File: src/rtl/ctrl_fetch_fsm.sv
// Fetch/control sequencer for the multicycle MIPS-subset datapath; owns PC and IR.
// Latency incl. fetch-accept cycle: R/addi 4, lw 5, sw 4, beq/j 3, illegal 2.
// Backpressure: parks in FETCH with fetch_req high until instr_valid; data memory is zero-wait.
module ctrl_fetch_fsm #(
    parameter logic [31:0] RESET_PC = 32'h0000_0000,
    parameter logic [31:0] PC_STEP  = 32'd4
) (
    input  logic        clk,
    input  logic        rst_n,
    input  logic [31:0] instr,
    input  logic        instr_valid,
    input  logic        zero,
    output logic [31:0] pc,
    output logic        fetch_req,
    output logic        br,
    output logic        regdst,
    output logic        enable,
    output logic        alusrc,
    output logic [31:0] sign,
    output logic [3:0]  sel,
    output logic        mem_re,
    output logic        mem_we,
    output logic        memtoreg,
    output logic        halted,
    output logic        illegal
);

    typedef enum logic [2:0] {
        S_FETCH  = 3'd0,
        S_DECODE = 3'd1,
        S_EXEC   = 3'd2,
        S_MEM    = 3'd3,
        S_WB     = 3'd4,
        S_HALT   = 3'd5
    } state_t;

    localparam logic [5:0] OP_RTYPE = 6'b000000;
    localparam logic [5:0] OP_ADDI  = 6'b001000;
    localparam logic [5:0] OP_LW    = 6'b100011;
    localparam logic [5:0] OP_SW    = 6'b101011;
    localparam logic [5:0] OP_BEQ   = 6'b000100;
    localparam logic [5:0] OP_J     = 6'b000010;
    localparam logic [5:0] OP_HALT  = 6'b111111;

    localparam logic [5:0] FN_ADD = 6'b100000;
    localparam logic [5:0] FN_SUB = 6'b100010;
    localparam logic [5:0] FN_AND = 6'b100100;
    localparam logic [5:0] FN_OR  = 6'b100101;
    localparam logic [5:0] FN_SLT = 6'b101010;

    localparam logic [3:0] ALU_AND = 4'b0000;
    localparam logic [3:0] ALU_OR  = 4'b0001;
    localparam logic [3:0] ALU_ADD = 4'b0010;
    localparam logic [3:0] ALU_SUB = 4'b0110;
    localparam logic [3:0] ALU_SLT = 4'b0111;

    // Decoded view of the latched instruction; legal means "proceeds to EXEC".
    typedef struct packed {
        logic       legal;
        logic       halt;
        logic       rtype;
        logic       imm_alu;
        logic       load;
        logic       store;
        logic       branch;
        logic       jump;
        logic [3:0] alu_sel;
    } dec_t;

    state_t      state_q, state_d;
    logic [31:0] pc_q, pc_d;
    logic [31:0] ir_q, ir_d;
    logic        illegal_q, illegal_d;
    logic [31:0] sign_ext;
    logic        alu_phase;
    dec_t        dec;

    assign sign_ext = {{16{ir_q[15]}}, ir_q[15:0]};

    always_comb begin
        dec = '0;
        unique case (ir_q[31:26])
            OP_RTYPE: begin
                unique case (ir_q[5:0])
                    FN_ADD:  begin dec.legal = 1'b1; dec.rtype = 1'b1; dec.alu_sel = ALU_ADD; end
                    FN_SUB:  begin dec.legal = 1'b1; dec.rtype = 1'b1; dec.alu_sel = ALU_SUB; end
                    FN_AND:  begin dec.legal = 1'b1; dec.rtype = 1'b1; dec.alu_sel = ALU_AND; end
                    FN_OR:   begin dec.legal = 1'b1; dec.rtype = 1'b1; dec.alu_sel = ALU_OR;  end
                    FN_SLT:  begin dec.legal = 1'b1; dec.rtype = 1'b1; dec.alu_sel = ALU_SLT; end
                    default: dec.legal = 1'b0;
                endcase
            end
            OP_ADDI: begin dec.legal = 1'b1; dec.imm_alu = 1'b1; dec.alu_sel = ALU_ADD; end
            OP_LW:   begin dec.legal = 1'b1; dec.load    = 1'b1; dec.alu_sel = ALU_ADD; end
            OP_SW:   begin dec.legal = 1'b1; dec.store   = 1'b1; dec.alu_sel = ALU_ADD; end
            OP_BEQ:  begin dec.legal = 1'b1; dec.branch  = 1'b1; dec.alu_sel = ALU_SUB; end
            OP_J:    begin dec.legal = 1'b1; dec.jump    = 1'b1; end
            OP_HALT: dec.halt = 1'b1;
            default: dec.legal = 1'b0;
        endcase
    end

    // Next-state, architectural updates and control outputs; all outputs
    // depend only on registered state and IR, never on live inputs.
    always_comb begin
        state_d   = state_q;
        pc_d      = pc_q;
        ir_d      = ir_q;
        illegal_d = illegal_q;

        alu_phase = (state_q == S_EXEC) || (state_q == S_MEM) || (state_q == S_WB);
        fetch_req = (state_q == S_FETCH);
        halted    = (state_q == S_HALT);
        br        = (state_q == S_EXEC) && dec.branch;
        regdst    = dec.rtype && ((state_q == S_EXEC) || (state_q == S_WB));
        alusrc    = alu_phase && (dec.imm_alu || dec.load || dec.store);
        sel       = alu_phase ? dec.alu_sel : ALU_AND;
        mem_re    = (state_q == S_MEM) && dec.load;
        mem_we    = (state_q == S_MEM) && dec.store;
        enable    = (state_q == S_WB);
        memtoreg  = (state_q == S_WB) && dec.load;

        unique case (state_q)
            S_FETCH: begin
                if (instr_valid) begin
                    ir_d    = instr;
                    pc_d    = pc_q + PC_STEP;
                    state_d = S_DECODE;
                end
            end
            S_DECODE: begin
                if (dec.halt) begin
                    state_d = S_HALT;
                end else if (dec.legal) begin
                    state_d = S_EXEC;
                end else begin
                    illegal_d = 1'b1;
                    state_d   = S_FETCH;
                end
            end
            S_EXEC: begin
                if (dec.rtype || dec.imm_alu) begin
                    state_d = S_WB;
                end else if (dec.load || dec.store) begin
                    state_d = S_MEM;
                end else if (dec.branch) begin
                    // pc already points past the branch, so the offset is relative to pc+4
                    if (zero) begin
                        pc_d = pc_q + (sign_ext << 2);
                    end
                    state_d = S_FETCH;
                end else begin
                    pc_d    = {pc_q[31:28], ir_q[25:0], 2'b00};
                    state_d = S_FETCH;
                end
            end
            S_MEM: begin
                state_d = dec.load ? S_WB : S_FETCH;
            end
            S_WB: begin
                state_d = S_FETCH;
            end
            S_HALT: begin
                state_d = S_HALT;
            end
            default: begin
                state_d = S_FETCH;
            end
        endcase
    end

    always_ff @(posedge clk or negedge rst_n) begin
        if (!rst_n) begin
            state_q <= S_FETCH;
        end else begin
            state_q <= state_d;
        end
    end

    always_ff @(posedge clk or negedge rst_n) begin
        if (!rst_n) begin
            pc_q      <= RESET_PC;
            ir_q      <= 32'h0000_0000;
            illegal_q <= 1'b0;
        end else begin
            pc_q      <= pc_d;
            ir_q      <= ir_d;
            illegal_q <= illegal_d;
        end
    end

    assign pc      = pc_q;
    assign sign    = sign_ext;
    assign illegal = illegal_q;

`ifndef SYNTHESIS
    always_comb begin
        assert ($countones({enable, mem_we, mem_re, br}) <= 1);
    end
`endif

endmodule

File: config.mk
export PLATFORM = sky130hd
export DESIGN_NAME = ctrl_fetch_fsm
export DESIGN_NICKNAME = d
export VERILOG_FILES = /design/src/rtl/ctrl_fetch_fsm.sv
export SDC_FILE = /design/constraint.sdc
export NUM_CORES = 1
export LEC_CHECK = 0
export CAP_MARGIN = 20
export CORE_MARGIN = 4
export CORE_UTILIZATION = 33
export DETAILED_ROUTE_END_ITERATION = 8
export PLACE_DENSITY = 0.65
export SLEW_MARGIN = 20
export SYNTH_ARGS = -nofsm -noshare
export SYNTH_HDL_FRONTEND = slang
export SYNTH_SLANG_ARGS = --single-unit
export TNS_END_PERCENT = 50
File: constraint.sdc
create_clock -name clk -period 2.7 [get_ports clk]
set_clock_uncertainty 0.1 [all_clocks]
set_input_delay 0.54 -clock clk [delete_from_list [all_inputs] [get_ports clk]]
set_output_delay 0.54 -clock clk [all_outputs]
set_load 0.1 [all_outputs]
# Word-level counts from Yosys, hierarchy flattened
# Cells that the tools add are included.
classes:
  add_sub_neg: 2
  eq_ne: 22
  muxes: 24
  n_bitwise: 2
  reduce_logical: 23
ops:
  columns: ["op", "n"]
  rows:
  - ["$mux 32", 5]
  - ["$pmux 32 s2", 1]
  - ["$eq 6x6->1 const B", 8]
  - ["$add 32x3->32 const B", 1]
  - ["$add 32x32->32", 1]
  - ["$pmux 3 s5", 1]
  - ["$mux 3", 4]
  - ["$pmux 3 s4", 1]
  - ["$pmux 4 s3", 1]
  - ["$ne 2x2->1 const B", 5]
  - ["$reduce_or 5->1", 2]
  - ["$logic_or 1x1->1", 7]
  - ["$mux 1", 7]
  - ["$eq 3x2->1 const B", 2]
  - ["$eq 3x3->1 const B", 2]
  - ["$eq 6x2->1 const B", 1]
  - ["$eq 6x3->1 const B", 1]
  - ["$eq 6x4->1 const B", 1]
  - ["$logic_and 1x1->1", 6]
  - ["$logic_not 6->1", 1]
  - ["$reduce_and 6->1", 1]
  - ["$reduce_and 5->1", 1]
  - ["$mux 2", 2]
  - ["$mux 4", 1]
  - ["other kinds (9)", 10]
totals:
  register_bits: 68
  inputBits: 36
  out_inout_bits: 78
  elab_cells: 78

# Depth between registers and ports, before layout
logic_depth:
  depth_word: 7
  ltp_mapped: 11
  mapped_depth_nobuf: 11

# Worst setup path after synthesis
# OpenSTA, ideal clock, no wires.
synth_path:
  path_kind: "register to output"
  from: "reg state_q[0]"
  to: "out sel[1]"
  t_arrival_ns: 3.851
  required_time_ns: 2.060
  path_slack_ns: -1.791
  path_stages_with_launch: 8
  n_path_buf: 1
  cell_sequence: "dfrtp_1 > clkbuf_1 > nor2_1 > nand2_1 > inv_1 > nor2_1 > or4b_4 > o41ai_2"
synth_via:
  elab_cells_between_ends: 6
  classes_between: "eq/ne: 3; mux: 1; reduce/logical: 2"
synth_rtl:
  columns: ["item", "line", "source"]
  rows:
  - ["from (decl)", "70", "state_t state_q, state_d;"]
  - ["from (signal assigned)", "176", "state_q <= state_d;"]
  - ["$eq 3x3->1", null, null]
  - ["named net enable", "17", "output logic enable,"]
  - ["$logic_or 1x1->1", "111", "alu_phase = (state_q == S_EXEC) || (state_q == S_MEM) || (state_q == S_WB);"]
  - ["$mux 4", "117", "sel = alu_phase ? dec.alu_sel : ALU_AND;"]
  - ["to (decl)", "20", "output logic [3:0] sel,"]
# The timed path passes the listed nets, and every way through them passes these cells.

# Final worst setup path
layout_path:
  from: "reg ir_q[27]"
  to: "out sel[2]"
layout_via:
  elab_chain_cells: 4
  elab_cells_between_ends: 8
  classes_between: "eq/ne: 4; mux: 2; reduce/logical: 2"
layout_lines:
  columns: ["item", "line", "source"]
  rows:
  - ["from (decl)", "72", "logic [31:0] ir_q, ir_d;"]
  - ["from (signal assigned)", "187", "ir_q <= ir_d;"]
  - ["$eq 6x6->1 or $eq 6x4->1 (tied branches)", "82", "unique case (ir_q[31:26])"]
  - ["$reduce_or 3->1 (no source line)", null, null]
  - ["$pmux 4 s3 *", "82", null]
  - ["$mux 4 *", "117", null]
# Mark *: on every way between the ends. The rest lies on a longest branch, timed or not.

==> results_dict.tcl <==
set metrics [dict create \
    grt_pass1_vias 5644 \
    critPathLaunchType "register" \
    hold_viol 0 \
    met1_length_um 8310 \
    cts.sinks 66 \
    fmax_mhz 306 \
    required_ps 2060 \
    n_antenna_cell 0 \
    ys_ff_latch 66 \
    grt_usage_pct 19.6 \
    firstDrtPassIters 5 \
    async_flop_share_pct 100 \
    worst_pin_slew_ps 573 \
    synthFlopType "dfrtp_1" \
    grt_pass1_wl_um 28800 \
    fill_cells 1547 \
    yosys-top-cells-area "dfrtp_1 30%, nand2_1 10%, ha_1 6.9%, a21oi_1 5.2%, buf_4 5.0%" \
    hold_class "primary input to asynchronous set/reset pin" \
    setup_violations 11 \
    report.final.slew_viol_count 0 \
    wire_per_inst_um 16.7 \
    worstPathCellList "or4_4 -> or3_4 -> or4b_4 -> buf_4 -> o22ai_4 -> buf_12" \
    start_util_pct 34.0 \
    yosys-top-cells-count "151 x nand2_1, 66 x dfrtp_1, 57 x a21oi_1" \
    fin_nets 954 \
    post-route-period-util_pct 121 \
    vias 5795 \
    cts.path.max_buffers 2 \
    synth_most_common_cell "nand2_1" \
    failed_checks "negative setup slack" \
    max_stage_delay_ps 540 \
    io_buffer_count 110 \
    synth_area_leader_cell "dfrtp_1" \
    critPathKind "register to output port" \
    synth_warnings 0 \
    core_um2 16000 \
    holdWs_ps 89.1 \
    critical-path-top-delay-family "simple AND/OR/NAND/NOR gates" \
    layout_min_cycle_time_ps 3270 \
    path_depth 6 \
    relSlewSlack_pct 61.8 \
    gp_congestion 0.905 \
    cts_tree "built" \
    htree_levels 3 \
    synth_top_cell_area_share_pct 30.4 \
    wl_met3_um 935 \
    netlist_area_um2 5440 \
    avgSynthCellArea_um2 7.74 \
    die_area_um2 18600 \
    avgViaCountPerCell 5.23 \
    clkTransAtPathRegs_ps 50 \
    die_x_um 136 \
    die_height_um 136 \
    wirelength_um 18500 \
    cts_buffers 9 \
    stdcell_area_um2 8260 \
    cp_data_arrival_time_ps 2630 \
    maxCapViolations 0 \
    ant_nets 0 \
    synth_edf_count 0 \
    syn_inst 703 \
    grt-ovfl-total 0 \
    dp_hpwl_um 13200 \
    worst-path-buf-inv 2 \
    rr_worst_depth 10 \
    worst-path-max-fanout 2 \
    yosysSeqAreaShare_pct 30.4 \
    area_delta_synth_final_pct 51.7 \
    drive_gt1_share_pct 36.4 \
    antenna_found_initial 0 \
    cp-end-kind "output port" \
    place_area_um2 7470 \
    tns_ps -2360 \
    cts_root_buffer "clkbuf_16" \
    holdBufCountCts 0 \
    first_iter_violations 361 \
    grt_max_degree 45 \
    routed-wl-met2_um 8930 \
    insertion_delay_ps 350 \
    io-pin-count 114 \
    topRoutingLayerUsed "met4" \
    crit_slowest_cell "or4_4" \
    yosys.cell_types.count 68 \
    rsz0062_at_grt "true" \
    status "finished with violations" \
    setup_ws_ps -570 \
    drcViolationCount 0 \
    num_rows 46 \
]
## routing by layer
layer / GRT usage [%] / vias to the layer above
li1: - / 2839
met1: 25.9 / 2754
met2: 32.1 / 171
met3: 3.96 / 31
met4: 6.27 / 0
met5: 0 / -
## cells in the final DEF, fill, tap and decap left out, drive strengths merged, types with 3 or more instances in the layout
cell / netlist / layout
buf: 41 / 205
nand2: 151 / 151
dfrtp: 66 / 66
a21oi: 57 / 57
o21ai: 49 / 49
nor2: 48 / 48
clkdlybuf4s50: 0 / 34
ha: 30 / 30
nand3: 22 / 22
a31oi: 17 / 17
a21o: 16 / 16
clkbuf: 28 / 16
xnor2: 14 / 14
nand4: 13 / 13
nor3: 13 / 13
xor2: 12 / 12
inv: 12 / 11
and3: 11 / 11
o22ai: 9 / 9
or3: 6 / 6
a211oi: 6 / 6
nor4: 6 / 6
nand2b: 5 / 5
or2: 4 / 4
and4: 4 / 4
nor2b: 4 / 4
o21bai: 4 / 4
and2: 4 / 4
nor3b: 3 / 3
o22a: 3 / 3
mux2i: 3 / 3
a221o: 3 / 3
conb: 1 / 3
o31ai: 3 / 3
a211o: 3 / 3
nor4b: 3 / 3
## worst reg2reg max path: stages (launching register included)
cell	delay [ps]
dfrtp_4	490
ha_4	250
a21o_1	160
and3_4	190
nor4b_4	340
a21oi_2	120
o31a_1	310
a211o_1	330
a31oi_2	180
xor2_1	170
o21ai_1	70
## through the flow
stage / utilization (%) / setup slack (ps) / std cells
global placement: 46.7 / -198 / 1074
finish: 51.6 / -570 / 1108
global route: 51.6 / -639 / 1108
CTS: 49.3 / -588 / 1092
detailed placement: 46.7 / -232 / 1074
floorplan: - / -854 / 705
## registers in the layout, summed over array words and instances (netlist names)
signal and flops:
illegal 1, ir_q 32, pc 30, state_q 3
## final timing paths
check | startpoint | end | slack (ps)
min in group clk | illegal | illegal | 370
max reg2reg | pc[11] | pc[30] | -120
max in group asynchronous | rst_n | pc[28] | 1740
min reg2reg | illegal | illegal | 370
max | ir_q[27] | sel[2] | -570
min | rst_n | ir_q[8] | 90
## what timing repair did
item                                    4_1_cts  5_1_grt
endpoints found under the setup margin       18       29
pin swaps                                     5       28
resized for setup                            15       48
buffers inserted                              2       15
gates cloned                                  0        1
## logic make-up after synthesis
kind of cell | count (synthesis) | share of synthesized area (%)
DFF | 66 | 30.4
AOI/OAI and AO/OA | 194 | 23.3
buffers and inverters | 81 | 8.28
other | 1 | 0.0689
and+or+nand+nor | 301 | 26.0
adders and majority gates | 31 | 7.27
muxes | 3 | 0.552
xor gates and xnor gates | 26 | 4.19
## cell type report
cell class / instances / area (um2) / share of cell area [%]
sequential: 66 / 1720 / 20.8
multi-input combinational: 558 / 3800 / 46.0
clock inverter: 1 / 5.00 / 0.0606
timing repair buffer: 240 / 2120 / 25.6
inverter: 12 / 48.8 / 0.591
clock buffer: 15 / 298 / 3.61
tap: 216 / 270 / 3.27
Power is not shown: default switching activity piles up to over one toggle a cycle in this logic, so the estimate is an artifact.
